--- src/rtl/pipe_ctrl.sv ---
// pipe_ctrl
// Central pipeline sequencer for the 5-stage core. It merges the ID/EX/MEM
// stall requests into a per-stage hold vector and issues a one-cycle flush
// with a redirect PC when MEM commits an exception. It also runs the
// multi-cycle divide handshake: it starts the divider, holds the front of
// the pipe until the result is ready, and aborts on exception or timeout.
//
// Ports
//   clk, rst         clock, synchronous active-high reset
//   stallreq_id_i    load-use hazard in ID
//   stallreq_ex_i    generic multi-cycle EX stall (not the divider)
//   stallreq_mem_i   MEM bus wait
//   div_req_i        EX holds a DIV/DIVU
//   div_ready_i      divider result valid (1-cycle pulse)
//   excp_valid_i     exception committed in MEM this cycle
//   excp_target_i    exception handler address
//   stall_o          [0]PC [1]IF/ID [2]ID/EX [3]EX/MEM [4]MEM/WB [5]WB, 1 = hold
//   flush_o          clear all pipeline registers (registered pulse)
//   new_pc_o         redirect address, valid while flush_o=1, held afterwards
//   div_start_o      divider start pulse (registered)
//   div_annul_o      divider abort pulse (registered)
//   div_timeout_o    sticky divide-timeout flag, cleared only by rst
//
// DIV_TIMEOUT must be at least 2.

module pipe_ctrl #(
  parameter int PC_W        = 32,
  parameter int DIV_TIMEOUT = 64
) (
  input  logic            clk,
  input  logic            rst,
  input  logic            stallreq_id_i,
  input  logic            stallreq_ex_i,
  input  logic            stallreq_mem_i,
  input  logic            div_req_i,
  input  logic            div_ready_i,
  input  logic            excp_valid_i,
  input  logic [PC_W-1:0] excp_target_i,
  output logic [5:0]      stall_o,
  output logic            flush_o,
  output logic [PC_W-1:0] new_pc_o,
  output logic            div_start_o,
  output logic            div_annul_o,
  output logic            div_timeout_o
);

  localparam int CNT_W = $clog2(DIV_TIMEOUT + 1);

  // Last DIV_WAIT cycle before the abort, and the saturation ceiling.
  localparam logic [CNT_W-1:0] CNT_LAST = CNT_W'(DIV_TIMEOUT - 1);
  localparam logic [CNT_W-1:0] CNT_MAX  = CNT_W'(DIV_TIMEOUT);

  // Stall patterns: a stage holds together with every stage upstream of it.
  localparam logic [5:0] STALL_NONE = 6'b000000;
  localparam logic [5:0] STALL_ID   = 6'b000111;
  localparam logic [5:0] STALL_EX   = 6'b001111;
  localparam logic [5:0] STALL_MEM  = 6'b011111;

  typedef enum logic [1:0] {
    IDLE     = 2'd0,
    DIV_WAIT = 2'd1,
    DIV_DONE = 2'd2,
    FLUSH    = 2'd3
  } state_e;

  state_e            state_q, state_d;
  logic [CNT_W-1:0]  cnt_q, cnt_d;
  logic              flush_q, flush_d;
  logic [PC_W-1:0]   new_pc_q, new_pc_d;
  logic              div_start_q, div_start_d;
  logic              div_annul_q, div_annul_d;
  logic              div_timeout_q, div_timeout_d;
  logic              excp_take;

  // An exception is accepted anywhere except during the flush it caused.
  assign excp_take = excp_valid_i && (state_q != FLUSH);

  always_ff @(posedge clk) begin
    if (rst) begin
      state_q       <= IDLE;
      cnt_q         <= '0;
      flush_q       <= 1'b0;
      new_pc_q      <= '0;
      div_start_q   <= 1'b0;
      div_annul_q   <= 1'b0;
      div_timeout_q <= 1'b0;
    end else begin
      state_q       <= state_d;
      cnt_q         <= cnt_d;
      flush_q       <= flush_d;
      new_pc_q      <= new_pc_d;
      div_start_q   <= div_start_d;
      div_annul_q   <= div_annul_d;
      div_timeout_q <= div_timeout_d;
    end
  end

  always_comb begin
    state_d       = state_q;
    cnt_d         = '0;
    flush_d       = 1'b0;
    new_pc_d      = new_pc_q;
    div_start_d   = 1'b0;
    div_annul_d   = 1'b0;
    div_timeout_d = div_timeout_q;
    stall_o       = STALL_NONE;

    // Stall vector, highest match wins. During a flush (or the cycle an
    // exception is seen) nothing may hold, otherwise the flush would be lost.
    // In DIV_DONE the divide no longer holds EX so EX/MEM takes the result.
    if (state_q == FLUSH || excp_valid_i) begin
      stall_o = STALL_NONE;
    end else if (stallreq_mem_i) begin
      stall_o = STALL_MEM;
    end else if (stallreq_ex_i || state_q == DIV_WAIT ||
                 (state_q == IDLE && div_req_i)) begin
      stall_o = STALL_EX;
    end else if (stallreq_id_i) begin
      stall_o = STALL_ID;
    end

    // Exception outranks ready, timeout and every other transition; an
    // in-flight divide must be annulled so the divider drops its operands.
    if (excp_take) begin
      state_d     = FLUSH;
      flush_d     = 1'b1;
      new_pc_d    = excp_target_i;
      div_annul_d = (state_q == DIV_WAIT);
    end else begin
      case (state_q)
        IDLE: begin
          // A MEM bus wait defers the start; the pipe keeps holding meanwhile.
          if (div_req_i && !stallreq_mem_i) begin
            state_d     = DIV_WAIT;
            div_start_d = 1'b1;
          end
        end
        DIV_WAIT: begin
          cnt_d = (cnt_q == CNT_MAX) ? cnt_q : cnt_q + CNT_W'(1);
          if (div_ready_i) begin
            state_d = DIV_DONE;
          end else if (cnt_q == CNT_LAST) begin
            state_d       = IDLE;
            div_annul_d   = 1'b1;
            div_timeout_d = 1'b1;
          end
        end
        // div_req is still high here for the departing instruction; going
        // straight to IDLE without looking at it prevents a restart.
        DIV_DONE: state_d = IDLE;
        FLUSH:    state_d = IDLE;
        default:  state_d = IDLE;
      endcase
    end
  end

  assign flush_o       = flush_q;
  assign new_pc_o      = new_pc_q;
  assign div_start_o   = div_start_q;
  assign div_annul_o   = div_annul_q;
  assign div_timeout_o = div_timeout_q;

  // Start and abort are exclusive, and the counter never passes its ceiling.
  a_start_annul_excl: assert property (@(posedge clk) disable iff (rst)
    !(div_start_q && div_annul_q));
  a_cnt_bound: assert property (@(posedge clk) disable iff (rst)
    cnt_q <= CNT_MAX);

endmodule

--- config.mk ---
export PLATFORM = sky130hd
export DESIGN_NAME = pipe_ctrl
export DESIGN_NICKNAME = d
export VERILOG_FILES = /design/src/rtl/pipe_ctrl.sv
export SDC_FILE = /design/constraint.sdc
export NUM_CORES = 1
export LEC_CHECK = 0
export ABC_AREA = 0
export CAP_MARGIN = 10
export CORE_ASPECT_RATIO = 0.75
export CORE_UTILIZATION = 40
export DETAILED_ROUTE_END_ITERATION = 12
export PLACE_DENSITY = 0.86
export RECOVER_POWER = 50
export SETUP_SLACK_MARGIN = 0.5
export SYNTH_ARGS = -nofsm -noshare
export SYNTH_HDL_FRONTEND = slang
export SYNTH_SLANG_ARGS = --single-unit
--- constraint.sdc ---
create_clock -name clk -period 2.1 [get_ports clk]
set_clock_uncertainty 0.1 [all_clocks]
set_input_delay 0.42 -clock clk [delete_from_list [all_inputs] [get_ports clk]]
set_output_delay 0.42 -clock clk [all_outputs]
set_load 0.05 [all_outputs]
# Yosys cells after proc, flatten, opt, wreduce, memory -nomap -nowiden
# Index checks and enable logic that the tools add are counted.
[word_totals]
register_bits = 45
in_bits = 40
output_inout_bits = 42
word_cells = 48
[op_classes]
addsub = 1
eq_ne = 8
mux = 15
bitwise = 4
reduce_logical = 13
[ops]
columns = ["op", "count"]
rows = [
  ["two-way mux 5 bit", 2],
  ["two-way mux 2 bit", 4],
  ["adder 7 x 1 -> 7 bit (second input constant)", 1],
  ["== test 7 x 6 -> 1 bit (second input constant)", 1],
  ["== test 7 bit (second input constant)", 1],
  ["two-way mux 1 bit", 6],
  ["one-hot mux 2 bit (3 select lines)", 1],
  ["OR reduction 3 bit", 2],
  ["== test 2 bit (second input constant)", 2],
  ["two-way mux 4 bit", 1],
  ["!= test 4 x 3 -> 1 bit (second input constant)", 1],
  ["inverter 1 bit", 4],
  ["AND reduction 4 bit", 1],
  ["logical AND 1 bit", 3],
  ["logical OR 1 bit", 3],
  ["two-way mux 3 bit", 1],
  ["!= test 3 x 2 -> 1 bit (second input constant)", 1],
  ["== test 2 x 1 -> 1 bit (second input constant)", 1],
  ["logical NOT 2 bit", 1],
  ["!= test 2 bit (second input constant)", 1],
  ["AND reduction 2 bit", 1],
  ["OR reduction 2 bit", 1],
  ["logical NOT 1 bit", 1],
]

# Longest topological paths before layout
[depth]
depth_word = 6
mapped_depth = 6

# Worst setup path after synthesis
# No wires, ideal clock.
[synth_timing]
path_type = "input port to output port"
start = "in excp_valid_i"
end = "out stall_o[1]"
t_arrival_ns = 2.114
t_required_ns = 1.580
setup_slack_ns = -0.534
cell_stages = 4
cell_sequence = "buf_2 > a21oi_1 > a21o_1 > buf_4"
[synth_via]
elab_chain_len = 2
[synth_lines]
columns = ["element", "line", "rtl"]
rows = [
  ["from (decl)", "37", "input logic excp_valid_i,"],
  ["logical OR 1 bit", "111", "if (state_q == FLUSH || excp_valid_i) begin"],
  ["two-way mux 5 bit", "111", ""],
  ["to (decl)", "39", "output logic [5:0] stall_o,"],
]
# No other way between the ends.

# Final worst setup path
[layout_timing]
start = "reg state_q[1]"
end = "out stall_o[1]"
[layout_via]
elab_chain_len = 6
[layout_lines]
columns = ["element", "line", "rtl"]
rows = [
  ["from (decl)", "66", "state_e state_q, state_d;"],
  ["from (signal assigned)", "88", "state_q <= state_d;"],
  ["== test 2 x 1 -> 1 bit or logical NOT 2 bit (tied branches)", "115, 116", ""],
  ["logical OR 1 bit or logical AND 1 bit (tied branches)", "115, 116", ""],
  ["logical OR 1 bit", "115", "end else if (stallreq_ex_i || state_q == DIV_WAIT ||"],
  ["two-way mux 4 bit", "115", ""],
  ["two-way mux 5 bit", "113", "end else if (stallreq_mem_i) begin"],
  ["two-way mux 5 bit *", "111", ""],
]
# Mark *: on every way between the ends. The rest lies on a longest branch, timed or not.

==> flow_summary.yaml <==
logic_synthesis:
  synth.yosys.seq_area_share_pct: 51.5
  synth_area_leaders: "dfxtp_1 (52%), nand2_1 (14%), a21oi_1 (11%), buf_2 (2.3%), ha_1 (1.4%)"
  synthMuxAreaShare_pct: 0
  synth_compound_area_share_pct: 17.2
  synthAdderAreaFrac_pct: 1.43
  ys_types: 34
  synth.top_cell.area_share_pct: 51.5
  syn_avg_cell_area_um2: 8.17
  ys_seq_elements: 45
  synth_area_um2: 1750
  synth_top_area_cell: "dfxtp_1"
  syn-num-nets: 256
  synth_warnings: 0
  synth-simple-area-share_pct: 22.4
  synthCells: 214
  synth-xor-area-share_pct: 1.50
  synth_top_family_by_area: "simple AND/OR/NAND/NOR gates"
  synth_flop_cell: "dfxtp_1"
  synthArstFlopShare_pct: 0
  synth_edf_count: 0
clocking:
  insertion_delay_ns: 0.29
  h-tree-depth: 2
  cts_tree: "done"
  path_clk_slew_ns: 0.08
  cts_hold_buffers: 0
  clockBufferDepth: 2
  cts.sinks: 45
  root_buffer: "clkbuf_8"
  numCtsBuffers: 5
sta:
  fin_crit_sh_pct: 87.5
  min_period_ns: 1.84
  tns_ns: 0
  drv_slew: 0
  rsz0062_at_grt: "true"
  hold_violations: 0
  setup_violations: 0
  worstMarginPinSlew_ns: 0.842
  slew_headroom_pct: 43.9
  fmax_mhz: 544
worst_setup_path:
  path_cells: "o21bai_4 -> a21oi_4 -> a21o_4 -> buf_12"
  r2r_end: "state_q[0]"
  crit_fanout: 4
  required_ns: 1.58
  rr_worst_depth: 4
  critPathMaxStageDelay_ns: 0.42
  cp-end-kind: "output pin"
  worstSetupPathType: "flop to output pin"
  r2r-start: "cnt_q[1]"
  cp.arrival_ns: 1.32
  cp-startpoint: "state_q[1]"
  crit_path_top_delay_cell: "dfxtp_1"
  r2r_slack_ns: 0.53
  startpoint_type: "flop"
global_route:
  grt_pass1_wl_um: 6940
  antenna_found_initial: 0
  grt_max_degree: 20
  grt_pass1_vias: 1599
  grt.overflow.total: 0
  track_usage_pct: 19.6
die:
  chipHeight_um: 59.3
  io_pins: 82
  die_x_um: 78.3
  core_area_um2: 4130
  num_rows: 20
  die_area_um2: 4640
  start_util_pct: 42.3
routing:
  final_antenna_net_count: 0
  via_per_inst: 4.85
  routedWlPerCell_um: 12.4
  drt-pass1-iter-count: 4
  drtIter0Drc: 53
  vias: 1701
  route.detailed.drc: 0
  wl_um: 4350
cells_and_area:
  fill_cells: 364
  drive_above_1_share_pct: 23.0
  nNetsFinal: 337
  area_growth_pct: 61.4
  area.sequential_um2: 906
  stdcell_area_um2: 2820
  antennaDiodeCount: 0
  multi_input_area_um2: 803
hold_path:
  min_path_cells: 2
  hold_path_startpoint: "new_pc_o[25]"
  hold_path_end: "new_pc_o[25]"
  min_path_type: "flop to flop"
job:
  maxCapViolations: 0
place:
  hpwl_um: 3140
  place_area_um2: 2670
  gp_congestion: 0.757
  io_buffers: 80
pwr:
  p_per_area_nw_per_um2: 699
  cellLeakagePower_uw: 0.00106
  peakVddDrop_mv: 0.405
outcome:
  status: "completed"
## repair_timing
| action | CTS | global route |
|---|---|---|
| endpoints found under the setup margin | 78 | 6 |
| gates resized for setup | 120 | 4 |
| setup buffers | 2 | 0 |
| pin swaps | 3 | 0 |
| hold endpoints to repair | 0 | 0 |
## registers in the layout, summed over array words and instances (netlist names)
register	cells
cnt_q	7
div_annul_o	1
div_start_o	1
div_timeout_o	1
flush_o	1
new_pc_o	32
state_q	2
## final cells by class
class	count	area share, %
Clock buffer	6	2.93
Clock inverter	2	0.488
Inverter	3	0.399
Multi-Input combinational cell	150	28.5
Sequential cell	45	32.1
Tap cell	55	2.44
Timing Repair Buffer	90	33.2
## worst max-delay path, delay by kind of cell, from the launching register on
family / cells / cell delay (ns)
AO/OA/AOI/OAI: 3 / 0.46
buffers and inverters: 1 / 0.15
flip-flops: 1 / 0.42
## through the flow
stage / setup WS (ns) / total power, uW / hold slack, ns / instances / utilization [%]
after CTS: 0.287 / 1990 / 0.358 / 351 / 69.0
after floorplan: 0.206 / 1250 / 0.373 / 214 / -
after global routing: 0.180 / 2070 / 0.373 / 351 / 68.3
final: 0.263 / 1970 / 0.356 / 351 / 68.3
after detailed placement: 0.0354 / 1450 / 0.348 / 341 / 64.7
after global placement: 0.0559 / 1450 / 0.341 / 341 / 64.7
## synthesized netlist by cell type, types with 2 or more instances
master / instances
a21oi_1: 39
and2_1: 2
buf_2: 8
buf_4: 3
clkbuf_1: 3
dfxtp_1: 45
ha_1: 2
inv_1: 3
nand2_1: 67
nand3_1: 3
nor2_1: 6
nor3_1: 3
nor4_1: 2
o21ai_0: 3
o21bai_1: 2
or3_1: 3
or4_1: 2
xor2_1: 2
## layer usage
metal  vias up  part of all wire (%)  track usage [%]
li1        867                     -                -
met1       758                    45             22.1
met2        69                    46             33.7
met3         7                   7.6             6.77
met4         0                   1.6             9.52
met5         -                     0                0
## placed cells by master (no fill, tap or decap), drive strengths merged, types with 3 or more instances in the layout
| master | instances |
|---|---|
| nand2 | 67 |
| dfxtp | 45 |
| a21oi | 40 |
| clkdlybuf4s50 | 35 |
| clkdlybuf4s15 | 33 |
| buf | 13 |
| clkbuf | 11 |
| nor2 | 6 |
| dlygate4sd2 | 4 |
| o21ai | 4 |
| inv | 3 |
| nor3 | 3 |
| nand3 | 3 |
| or3 | 3 |
## cells by family (layout without fill, tap and decap cells)
family / Yosys count / in the layout
other: 1 / 1
adders and majority gates: 2 / 2
xor gates and xnor gates: 3 / 3
buffers and inverters: 19 / 101
and+or+nand+nor: 91 / 91
DFF: 45 / 45
AOI/OAI and AO/OA: 53 / 53
## where the power goes
group | total (uW) | internal [uW] | switching [uW]
combinational | 503 | 207 | 297
sequential | 923 | 897 | 26.2
clock | 546 | 267 | 279
## worst max-delay path by stage
stage,end,cells after the start
6_report,stall_o[1],4
5_1_grt,state_q[0],4
4_1_cts,stall_o[1],4
3_5_place_dp,stall_o[1],5
3_3_place_gp,stall_o[1],5
2_1_floorplan,stall_o[1],5
No activity file was read; power rests on OpenSTA's default activity.
